**src/rtl/gate_tt_sequencer.sv**
```systemverilog
// Truth-table sequencer: walks every input vector of a gate under test, waits a settle
// window, samples the gate output against an expected mask and reports pass/fail.
module gate_tt_sequencer #(
  parameter int N_IN   = 2,
  parameter int SETTLE = 3,
  parameter logic [2**N_IN-1:0] EXPECT = 4'b1000
) (
  input  logic              clk,
  input  logic              rst_n,
  input  logic              start,
  input  logic              abort,
  input  logic              dut_out,
  output logic [N_IN-1:0]   dut_in,
  output logic              busy,
  output logic              done,
  output logic              pass,
  output logic [2**N_IN-1:0] fail_vec,
  output logic [N_IN:0]     err_count
);

  localparam int NV = 2**N_IN;
  localparam int CW = (SETTLE > 1) ? $clog2(SETTLE) : 1;
  localparam logic [N_IN-1:0] LAST = N_IN'(NV-1);
  localparam logic [CW-1:0]   CMAX = CW'(SETTLE-1);

  typedef enum logic [1:0] {IDLE, SETL, SMPL, DONE} state_t;

  state_t          state, state_d;
  logic [N_IN-1:0] vec, vec_d, dut_in_d;
  logic [CW-1:0]   cnt, cnt_d;
  logic            busy_d, done_d, pass_d, mism;
  logic [NV-1:0]   fail_d;
  logic [N_IN:0]   err_d, err_nxt;

  assign mism    = dut_out != EXPECT[vec];
  assign err_nxt = err_count + {{N_IN{1'b0}}, mism};

  always_ff @(posedge clk or negedge rst_n) begin
    if (!rst_n) begin
      state     <= IDLE;
      vec       <= '0;
      cnt       <= '0;
      dut_in    <= '0;
      busy      <= 1'b0;
      done      <= 1'b0;
      pass      <= 1'b0;
      fail_vec  <= '0;
      err_count <= '0;
    end else begin
      state     <= state_d;
      vec       <= vec_d;
      cnt       <= cnt_d;
      dut_in    <= dut_in_d;
      busy      <= busy_d;
      done      <= done_d;
      pass      <= pass_d;
      fail_vec  <= fail_d;
      err_count <= err_d;
    end
  end

  always_comb begin
    state_d  = state;
    vec_d    = vec;
    cnt_d    = cnt;
    dut_in_d = dut_in;
    busy_d   = busy;
    done_d   = done;
    pass_d   = pass;
    fail_d   = fail_vec;
    err_d    = err_count;
    if (abort) begin
      // partial fail_vec/err_count are kept so an aborted run can still be inspected
      state_d  = IDLE;
      vec_d    = '0;
      cnt_d    = '0;
      dut_in_d = '0;
      busy_d   = 1'b0;
      done_d   = 1'b0;
      pass_d   = 1'b0;
    end else begin
      case (state)
        IDLE, DONE: if (start) begin
          state_d  = SETL;
          vec_d    = '0;
          cnt_d    = '0;
          dut_in_d = '0;
          busy_d   = 1'b1;
          done_d   = 1'b0;
          pass_d   = 1'b0;
          fail_d   = '0;
          err_d    = '0;
        end
        SETL: begin
          if (cnt == CMAX) state_d = SMPL;
          else             cnt_d   = cnt + 1'b1;
        end
        SMPL: begin
          err_d = err_nxt;
          if (mism) fail_d[vec] = 1'b1;
          if (vec == LAST) begin
            state_d  = DONE;
            busy_d   = 1'b0;
            done_d   = 1'b1;
            pass_d   = (err_nxt == '0);
            dut_in_d = '0;
          end else begin
            state_d  = SETL;
            vec_d    = vec + 1'b1;
            dut_in_d = vec + 1'b1;
            cnt_d    = '0;
          end
        end
        default: state_d = IDLE;
      endcase
    end
  end

endmodule

```
**config.mk**
```make
export PLATFORM = sky130hd
export DESIGN_NAME = gate_tt_sequencer
export DESIGN_NICKNAME = d
export VERILOG_FILES = /design/src/rtl/gate_tt_sequencer.sv
export SDC_FILE = /design/constraint.sdc
export NUM_CORES = 1
export LEC_CHECK = 0
export CORE_MARGIN = 2
export CORE_UTILIZATION = 52
export DETAILED_ROUTE_END_ITERATION = 10
export PLACE_DENSITY = 0.78
export SETUP_SLACK_MARGIN = 0.4
export SLEW_MARGIN = 40
export SYNTH_ARGS = -nofsm -noshare
export SYNTH_HDL_FRONTEND = slang
export SYNTH_SLANG_ARGS = --single-unit
```
**constraint.sdc**
```tcl
create_clock -name clk -period 2.39 [get_ports clk]
set_input_delay 0.239 -clock clk [delete_from_list [all_inputs] [get_ports clk]]
set_output_delay 0.239 -clock clk [all_outputs]
set_load 0.02 [all_outputs]
```
==> results of run 1 <==
[logic make-up (layout without fill, tap and decap cells)]
group | Yosys count | after routing
simple gates | 41 | 41
compound gates | 35 | 35
flops | 18 | 18
buf+inv | 17 | 34
fa+ha+maj | 9 | 9
xor+xnor | 2 | 2
[power breakdown]
group	internal, W	total [W]	switching [W]
Sequential	0.000313	0.000320	0.00000701
Combinational	0.0000407	0.000110	0.0000692
Clock	0.0000587	0.000152	0.0000934
Total	0.000412	0.000582	0.000170
[per-stage QoR]
stage	instances	setup WS [ns]	area, um2
after floorplan	122	0.614	1120
after global placement	160	0.406	1290
after detailed placement	160	0.345	1290
after CTS	163	0.479	1320
after global routing	166	0.423	1340
final	166	0.529	1340
[critical path: cells and delay by family, from the launching register on]
family	cells	cell delay (ns)
flip-flops	1	0.41
AND/OR/NAND/NOR	2	0.30
XOR/XNOR	1	0.21
AO/OA/AOI/OAI	1	0.13
adder cells (fa/ha/maj)	3	0.75
[registers in the layout (all words and copies together) (netlist names)]
| name | cells |
|---|---|
| busy | 1 |
| cnt | 2 |
| done | 1 |
| dut_in | 2 |
| err_count | 3 |
| fail_vec | 4 |
| pass | 1 |
| state | 2 |
| vec | 2 |
[cells in the mapped netlist (2+ instances only)]
| cell | instances |
|---|---|
| dfrtp_1 | 18 |
| inv_1 | 10 |
| a21oi_1 | 9 |
| ha_1 | 9 |
| nand2_1 | 8 |
| o21ai_1 | 7 |
| nor2_1 | 6 |
| nand2b_1 | 4 |
| nand3_1 | 4 |
| nor3_1 | 4 |
| o31ai_1 | 4 |
| a41oi_1 | 3 |
| and2_1 | 3 |
| clkbuf_1 | 3 |
| nor2b_1 | 3 |
| a31oi_1 | 2 |
| buf_4 | 2 |
| nand4_1 | 2 |
| o21ai_0 | 2 |
| o32ai_1 | 2 |
[area by class of cell]
cell class	count	area, um2
Timing Repair Buffer	21	195
Fill cell	156	658
Sequential cell	18	450
Tap cell	27	33.8
Clock buffer	3	22.5
Multi-Input combinational cell	87	604
Inverter	10	37.5
[worst paths after layout]
| check | to | depth (start not counted) | start |
|---|---|---|---|
| max | pass | 7 | vec[0] |
| min | fail_vec[3] | 2 | rst_n |
| max reg2reg | pass | 7 | vec[0] |
| min reg2reg | fail_vec[3] | 1 | fail_vec[3] |
| max in group asynchronous | busy | 2 | rst_n |
| min in group clk | fail_vec[3] | 1 | fail_vec[3] |
[per-layer routing]
layer | routed length (um) | global-route usage (%) | vias to the layer above
li1 | - | - | 471
met1 | 1180 | 31.0 | 466
met2 | 1150 | 34.6 | 44
met3 | 134 | 3.27 | 14
met4 | 101 | 12.6 | 0
met5 | 0 | 0 | -
[timing repair]
item	CTS	global route
setup buffers	0	2
hold endpoints to repair	0	18
resized for setup	1	1
endpoints found under the setup margin	1	1
hold buffers	0	1
pin swaps	0	1
==> summary.txt, run 1 <==
Clock tree
  – Clock transition at path regs: 0.10 ns
  – Htree depth: 1
  – Root Driver: clkbuf_4
  – Skew-Pair Late Insertion Delay: 0.29 ns
  – CTS tree: built
  – TritonCTS Sinks: 18
  – CTS Buf Count: 3
  – Clock Path Buffers: 2

STA
  – Least-Margin Pin Slew: 0.546 ns
  – Rel. slew slack: 63.6%
  – Tmin final: ~1.9 ns
  – Slew Limit Fails: 0
  – RSZ-0062 raised after global routing: no
  – Final Hold Vio Count: 0
  – Final TNS setup: 0 ns
  – Setup Viol. Count Final: 0
  – Fmax: between 500 and 600 MHz
  – Period utilisation layout: 77.8%
  – Clk_skew: 0.00376 ns
  – Min Hold Slack: 0.385 ns

Logic synthesis
  – Mux contribution to synthesized area: 0%
  – Register area share after synthesis: between 40% and 50%
  – Synth Area in Adders: around 10%
  – Post-Synth Simple-Gate Area: 20.0%
  – Post-synth EDFFs: 0
  – Synthesized area: 1120 um2
  – Synth top area share: 40.0%
  – Cells after synthesis: 122
  – Synth area leader: dfrtp_1
  – Mean Syn Cell Area: 9.22 um2
  – Main combinational cell family by area after synthesis: compound AO/OA/AOI/OAI gates
  – Synth Register Bits: 18
  – Dominant cells by area after synthesis: dfrtp_1, ha_1, a21oi_1
  – Post-synth ARST share: 100%
  – Compound-Gate Fraction of Synth Area: 20.9%
  – Library cells used by synthesis: 37
  – Ys flop type: dfrtp_1
  – Syn_nets: 136
  – Xor and xnor area share after synthesis: 1.56%
  – Yosys warns: 0

Detailed routing
  – Number of vias per cell: 5.99
  – DR DRC count: 0
  – Wirelength, routed: 2570 um
  – Via count: 995
  – Antenna violation net count after detailed routing: 0
  – Pre-antenna DRT Iters: 4
  – Iteration-0 DRC Markers: 39
  – Wire per inst: 15.5 um

Critical path
  – Slowest-stage cell, CP: dfrtp_1
  – Setup slack, reg-to-reg: 0.53 ns
  – CP startpoint kind: register
  – CP most frequent cell: ha_1
  – Arr. time, crit path: 2.10 ns
  – CP max FO: 3
  – Critical path required time: 2.63 ns
  – Setup crit end kind: register
  – Worst path max stage delay: 0.41 ns
  – Crit Path Class: reg2reg
  – CP cell instances: ha_1 -> xor2_2 -> ha_1 -> ha_1 -> nor4b_2 -> o2111ai_1 -> nand2_1

Pwr
  – Peak supply drop: 0.303 mV
  – Leakage power: 0.574 nW
  – Power Density: 433 nW/um2
  – Total power: between 0.0005 and 0.0006 W

Global routing
  – Initial antenna violation count: 0
  – Vias in the first global route: 930
  – Largest net degree at the start of global routing: 19
  – First-pass GRT wire length: 4340 um
  – GRT overflow: 0
  – Tot GR Track Use: 22.7%

Placement
  – RePlAce Congestion: ~0.8
  – PortBufs: 16
  – DPL Wire Length: 1770 um

Outcome
  – Status: finished clean

Worst hold path
  – Worst Hold Class: in2async

Final layout
  – Post-layout util: approximately two thirds
  – Layout cells sized above 1: between 10% and 20%
  – Layout area overhead: 19.5%
  – Nets: 155
  – Antenna cells: 0
  – Most common cell after layout, fill and taps aside: dfrtp_1
  – Most frequent cells in the layout: dfrtp_1, clkdlybuf4s50_1, inv_1

Die
  – Top Ports: 17
  – Vert. Die Dim: roughly 51 um
  – Rows: 16
  – Initial Utilization: 56.2%
  – Chip Width: 50.5 um
  – Full die area: 2550 um2
  – CORE AREA: 2000 um2

Job
  – Max cap viols: 0
Note: power is estimated with default switching activity, not from simulation.
==> inputs of run 2 (changes only) <==
CORE_UTILIZATION = 47   (was 52)
PLACE_DENSITY = 0.75   (was 0.78)
clock period = 1.5 ns   (was 2.39 ns; I/O delays follow)
==> run 2 against run 1 <==
The run now ends with setup timing left; routed wire length up 38%; highest routed layer unchanged; core utilization rose by 16 points; clock skew decreased by 0.0011 ns; final cell count increased by 19%; global-route usage grew 3.1 points.
==> summary.txt, run 2 (synthesis gave the netlist of run 1 again) <==
Outcome
  – Status: complete, but fails checks (was finished clean)
  – Failing checks: setup timing

STA
  – Setup Viol. Count Final: 5 (was 0)
  – Final Hold Vio Count: 0 (unchanged)
  – Period utilisation layout: 108% (was 77.8%)
  – Least-Margin Pin Slew: 0.314 ns (was 0.546 ns)
  – RSZ-0062 raised after global routing: yes (was no)
  – Slew Limit Fails: 0 (unchanged)
  – Tmin final: 1.63 ns (was 1.86 ns)
  – Final WS setup: -0.127 ns (was 0.529 ns)
  – Final TNS setup: -0.364 ns (was 0 ns)
  – Clk_skew: 0.00264 ns (was 0.00376 ns)
  – Rel. slew slack: 78.9% (was 63.6%)
  – Fmax: 615 MHz (was 537 MHz)
  – Min Hold Slack: 0.158 ns (was 0.385 ns)

Die
  – Chip Width: 52.9 um (was 50.5 um)
  – Initial Utilization: 50.4% (was 56.2%)
  – Rows: 17 (was 16)
  – Top Ports: 17 (unchanged)
  – CORE AREA: 2230 um2 (was 2000 um2)
  – Vert. Die Dim: 52.9 um (was 50.5 um)
  – Full die area: 2800 um2 (was 2550 um2)

Clock tree
  – TritonCTS Sinks: 18 (unchanged)
  – Clock Path Buffers: 2 (unchanged)
  – Root Driver: clkbuf_4 (unchanged)
  – CTS tree: built (unchanged)
  – Clock transition at path regs: 0.11 ns (was 0.10 ns)
  – Skew-Pair Late Insertion Delay: 0.31 ns (was 0.29 ns)
  – CTS Buf Count: 3 (unchanged)
  – Htree depth: 1 (unchanged)

Pwr
  – Total power: 0.00119 W (was 0.000582 W)
  – Peak supply drop: 0.592 mV (was 0.303 mV)
  – Power Density: 641 nW/um2 (was 433 nW/um2)
  – Leakage power: 0.787 nW (was 0.574 nW)

Detailed routing
  – Wirelength, routed: 3530 um (was 2570 um)
  – Iteration-0 DRC Markers: 25 (was 39)
  – Pre-antenna DRT Iters: 4 (unchanged)
  – Wire per inst: 17.9 um (was 15.5 um)
  – Number of vias per cell: 5.70 (was 5.99)
  – Antenna violation net count after detailed routing: 0 (unchanged)
  – Via count: 1123 (was 995)
  – DR DRC count: 0 (unchanged)

Final layout
  – Number of flip-flops in the largest register: 4 (unchanged)
  – Most common cell after layout, fill and taps aside: buf_4 (was dfrtp_1)
  – Layout Cells excl Fill: 197 (was 166)
  – Layout cells sized above 1: 53.8% (was 10.8%)
  – Layout area overhead: 64.6% (was 19.5%)
  – Top Registers: fail_vec: 4 flops, err_count: 3 flops (unchanged)
  – FILL cells: 121 (was 156)
  – Antenna cells: 0 (unchanged)
  – Largest Register: fail_vec (unchanged)
  – Nets: 184 (was 155)
  – Most frequent cells in the layout: buf_4, dfrtp_1, buf_6, buf_2, inv_1 (was dfrtp_1, clkdlybuf4s50_1, inv_1)

Global routing
  – GRT overflow: 0 (unchanged)
  – Vias in the first global route: 1087 (was 930)
  – Tot GR Track Use: 25.8% (was 22.7%)
  – First-pass GRT wire length: 5120 um (was 4340 um)
  – Largest net degree at the start of global routing: 19 (unchanged)
  – Initial antenna violation count: 0 (unchanged)

Critical path
  – CP most frequent cell: ha_4 (was ha_1)
  – CP max FO: 3 (unchanged)
  – CP Buf/Inv Count: 0 (unchanged)
  – Worst path max stage delay: 0.43 ns (was 0.41 ns)
  – CP startpoint kind: register (unchanged)
  – Critical path required time: 1.75 ns (was 2.63 ns)
  – CP cell instances: ha_4 -> xor2_4 -> ha_4 -> ha_4 -> nand2b_1 -> o41ai_2 -> a22o_1 (was ha_1 -> xor2_2 -> ha_1 -> ha_1 -> nor4b_2 -> o2111ai_1 -> nand2_1)
  – Crit Path Class: reg2reg (unchanged)
  – Slowest-stage cell, CP: dfrtp_1 (unchanged)
  – CP delay by family, top: adder cells (unchanged)
  – Arr. time, crit path: 1.88 ns (was 2.10 ns)
  – Setup crit end kind: register (unchanged)

Placement
  – RePlAce Congestion: 0.780 (was 0.821)
  – Post-Place Cells: 174 (was 160)
  – DPL Wire Length: 1990 um (was 1770 um)
  – PortBufs: 16 (unchanged)

Job
  – Max cap viols: 0 (unchanged)

Worst hold path
  – Worst Hold Class: in2async (unchanged)
run 2: cell types whose count changed in the layout (fill, tap and decap cells not counted), sizes merged:
cell / before / now
buf: 5 / 44
clkdlybuf4s50: 15 / 4
and2b: 1 / 2
clkbuf: 3 / 4
dlygate4sd3: 1 / 0
nand2b: 4 / 5
run 2: worst register-to-register path: cells and delay by family (launching register included):
| family | cells | cell delay [ns] |
|---|---|---|
| flip-flops | 1 | 0.43 |
| AO/OA/AOI/OAI | 2 | 0.42 |
| AND/OR/NAND/NOR | 1 | 0.08 |
| adder cells (fa/ha/maj) | 3 | 0.48 |
| XOR/XNOR | 1 | 0.16 |
run 2: per-stage QoR:
step | utilization [%] | instance area, um2 | setup slack, ns
global route | 82.9 | 1850 | -0.184
detailed placement | 65.9 | 1470 | -0.265
finish | 82.9 | 1850 | -0.127
global placement | 65.9 | 1470 | -0.216
CTS | 75.9 | 1700 | -0.130
floorplan | - | 1200 | -0.124
run 2: final timing paths:
kind,slack (ns),endpoint,cells past startpoint,from
setup / recovery,-0.13,err_count[2],7,vec[0]
min in group clk,0.50,fail_vec[3],1,fail_vec[3]
max in group asynchronous,1.12,err_count[0],2,rst_n
hold reg to reg,0.50,fail_vec[3],1,fail_vec[3]
setup reg to reg,-0.13,err_count[2],7,vec[0]
hold / removal,0.16,err_count[1],2,rst_n
run 2: layout make-up:
| cell class | instances | area (um2) | area share [%] |
|---|---|---|---|
| sequential | 18 | 453 | 24.5 |
| multi-input combinational | 89 | 881 | 47.6 |
| tap | 28 | 35.0 | 1.89 |
| timing repair buffer | 48 | 409 | 22.1 |
| clock buffer | 4 | 36.3 | 1.96 |
| inverter | 10 | 37.5 | 2.03 |
run 2: where the power goes:
| group | switching (W) | internal (W) |
|---|---|---|
| clock network | 0.000171 | 0.000148 |
| logic | 0.000191 | 0.000166 |
| registers | 0.0000128 | 0.000498 |
| total | 0.000375 | 0.000813 |
run 2: metal layers:
layer  track usage [%]  part of all wire [%]  vias to the layer above
met2              44.8                    49                       29
met4              10.3                   1.5                        0
li1                  -                     -                      532
met3              3.11                   4.1                        6
met1              32.3                    45                      556
met5                 0                     0                        -
run 2: timing repair:
action                     CTS  global route
setup endpoints to repair   30            21
setup buffers                9             8
pin swaps                   18            11
gates resized for setup     80            24
hold buffers                 0             0
cloned                       2             0
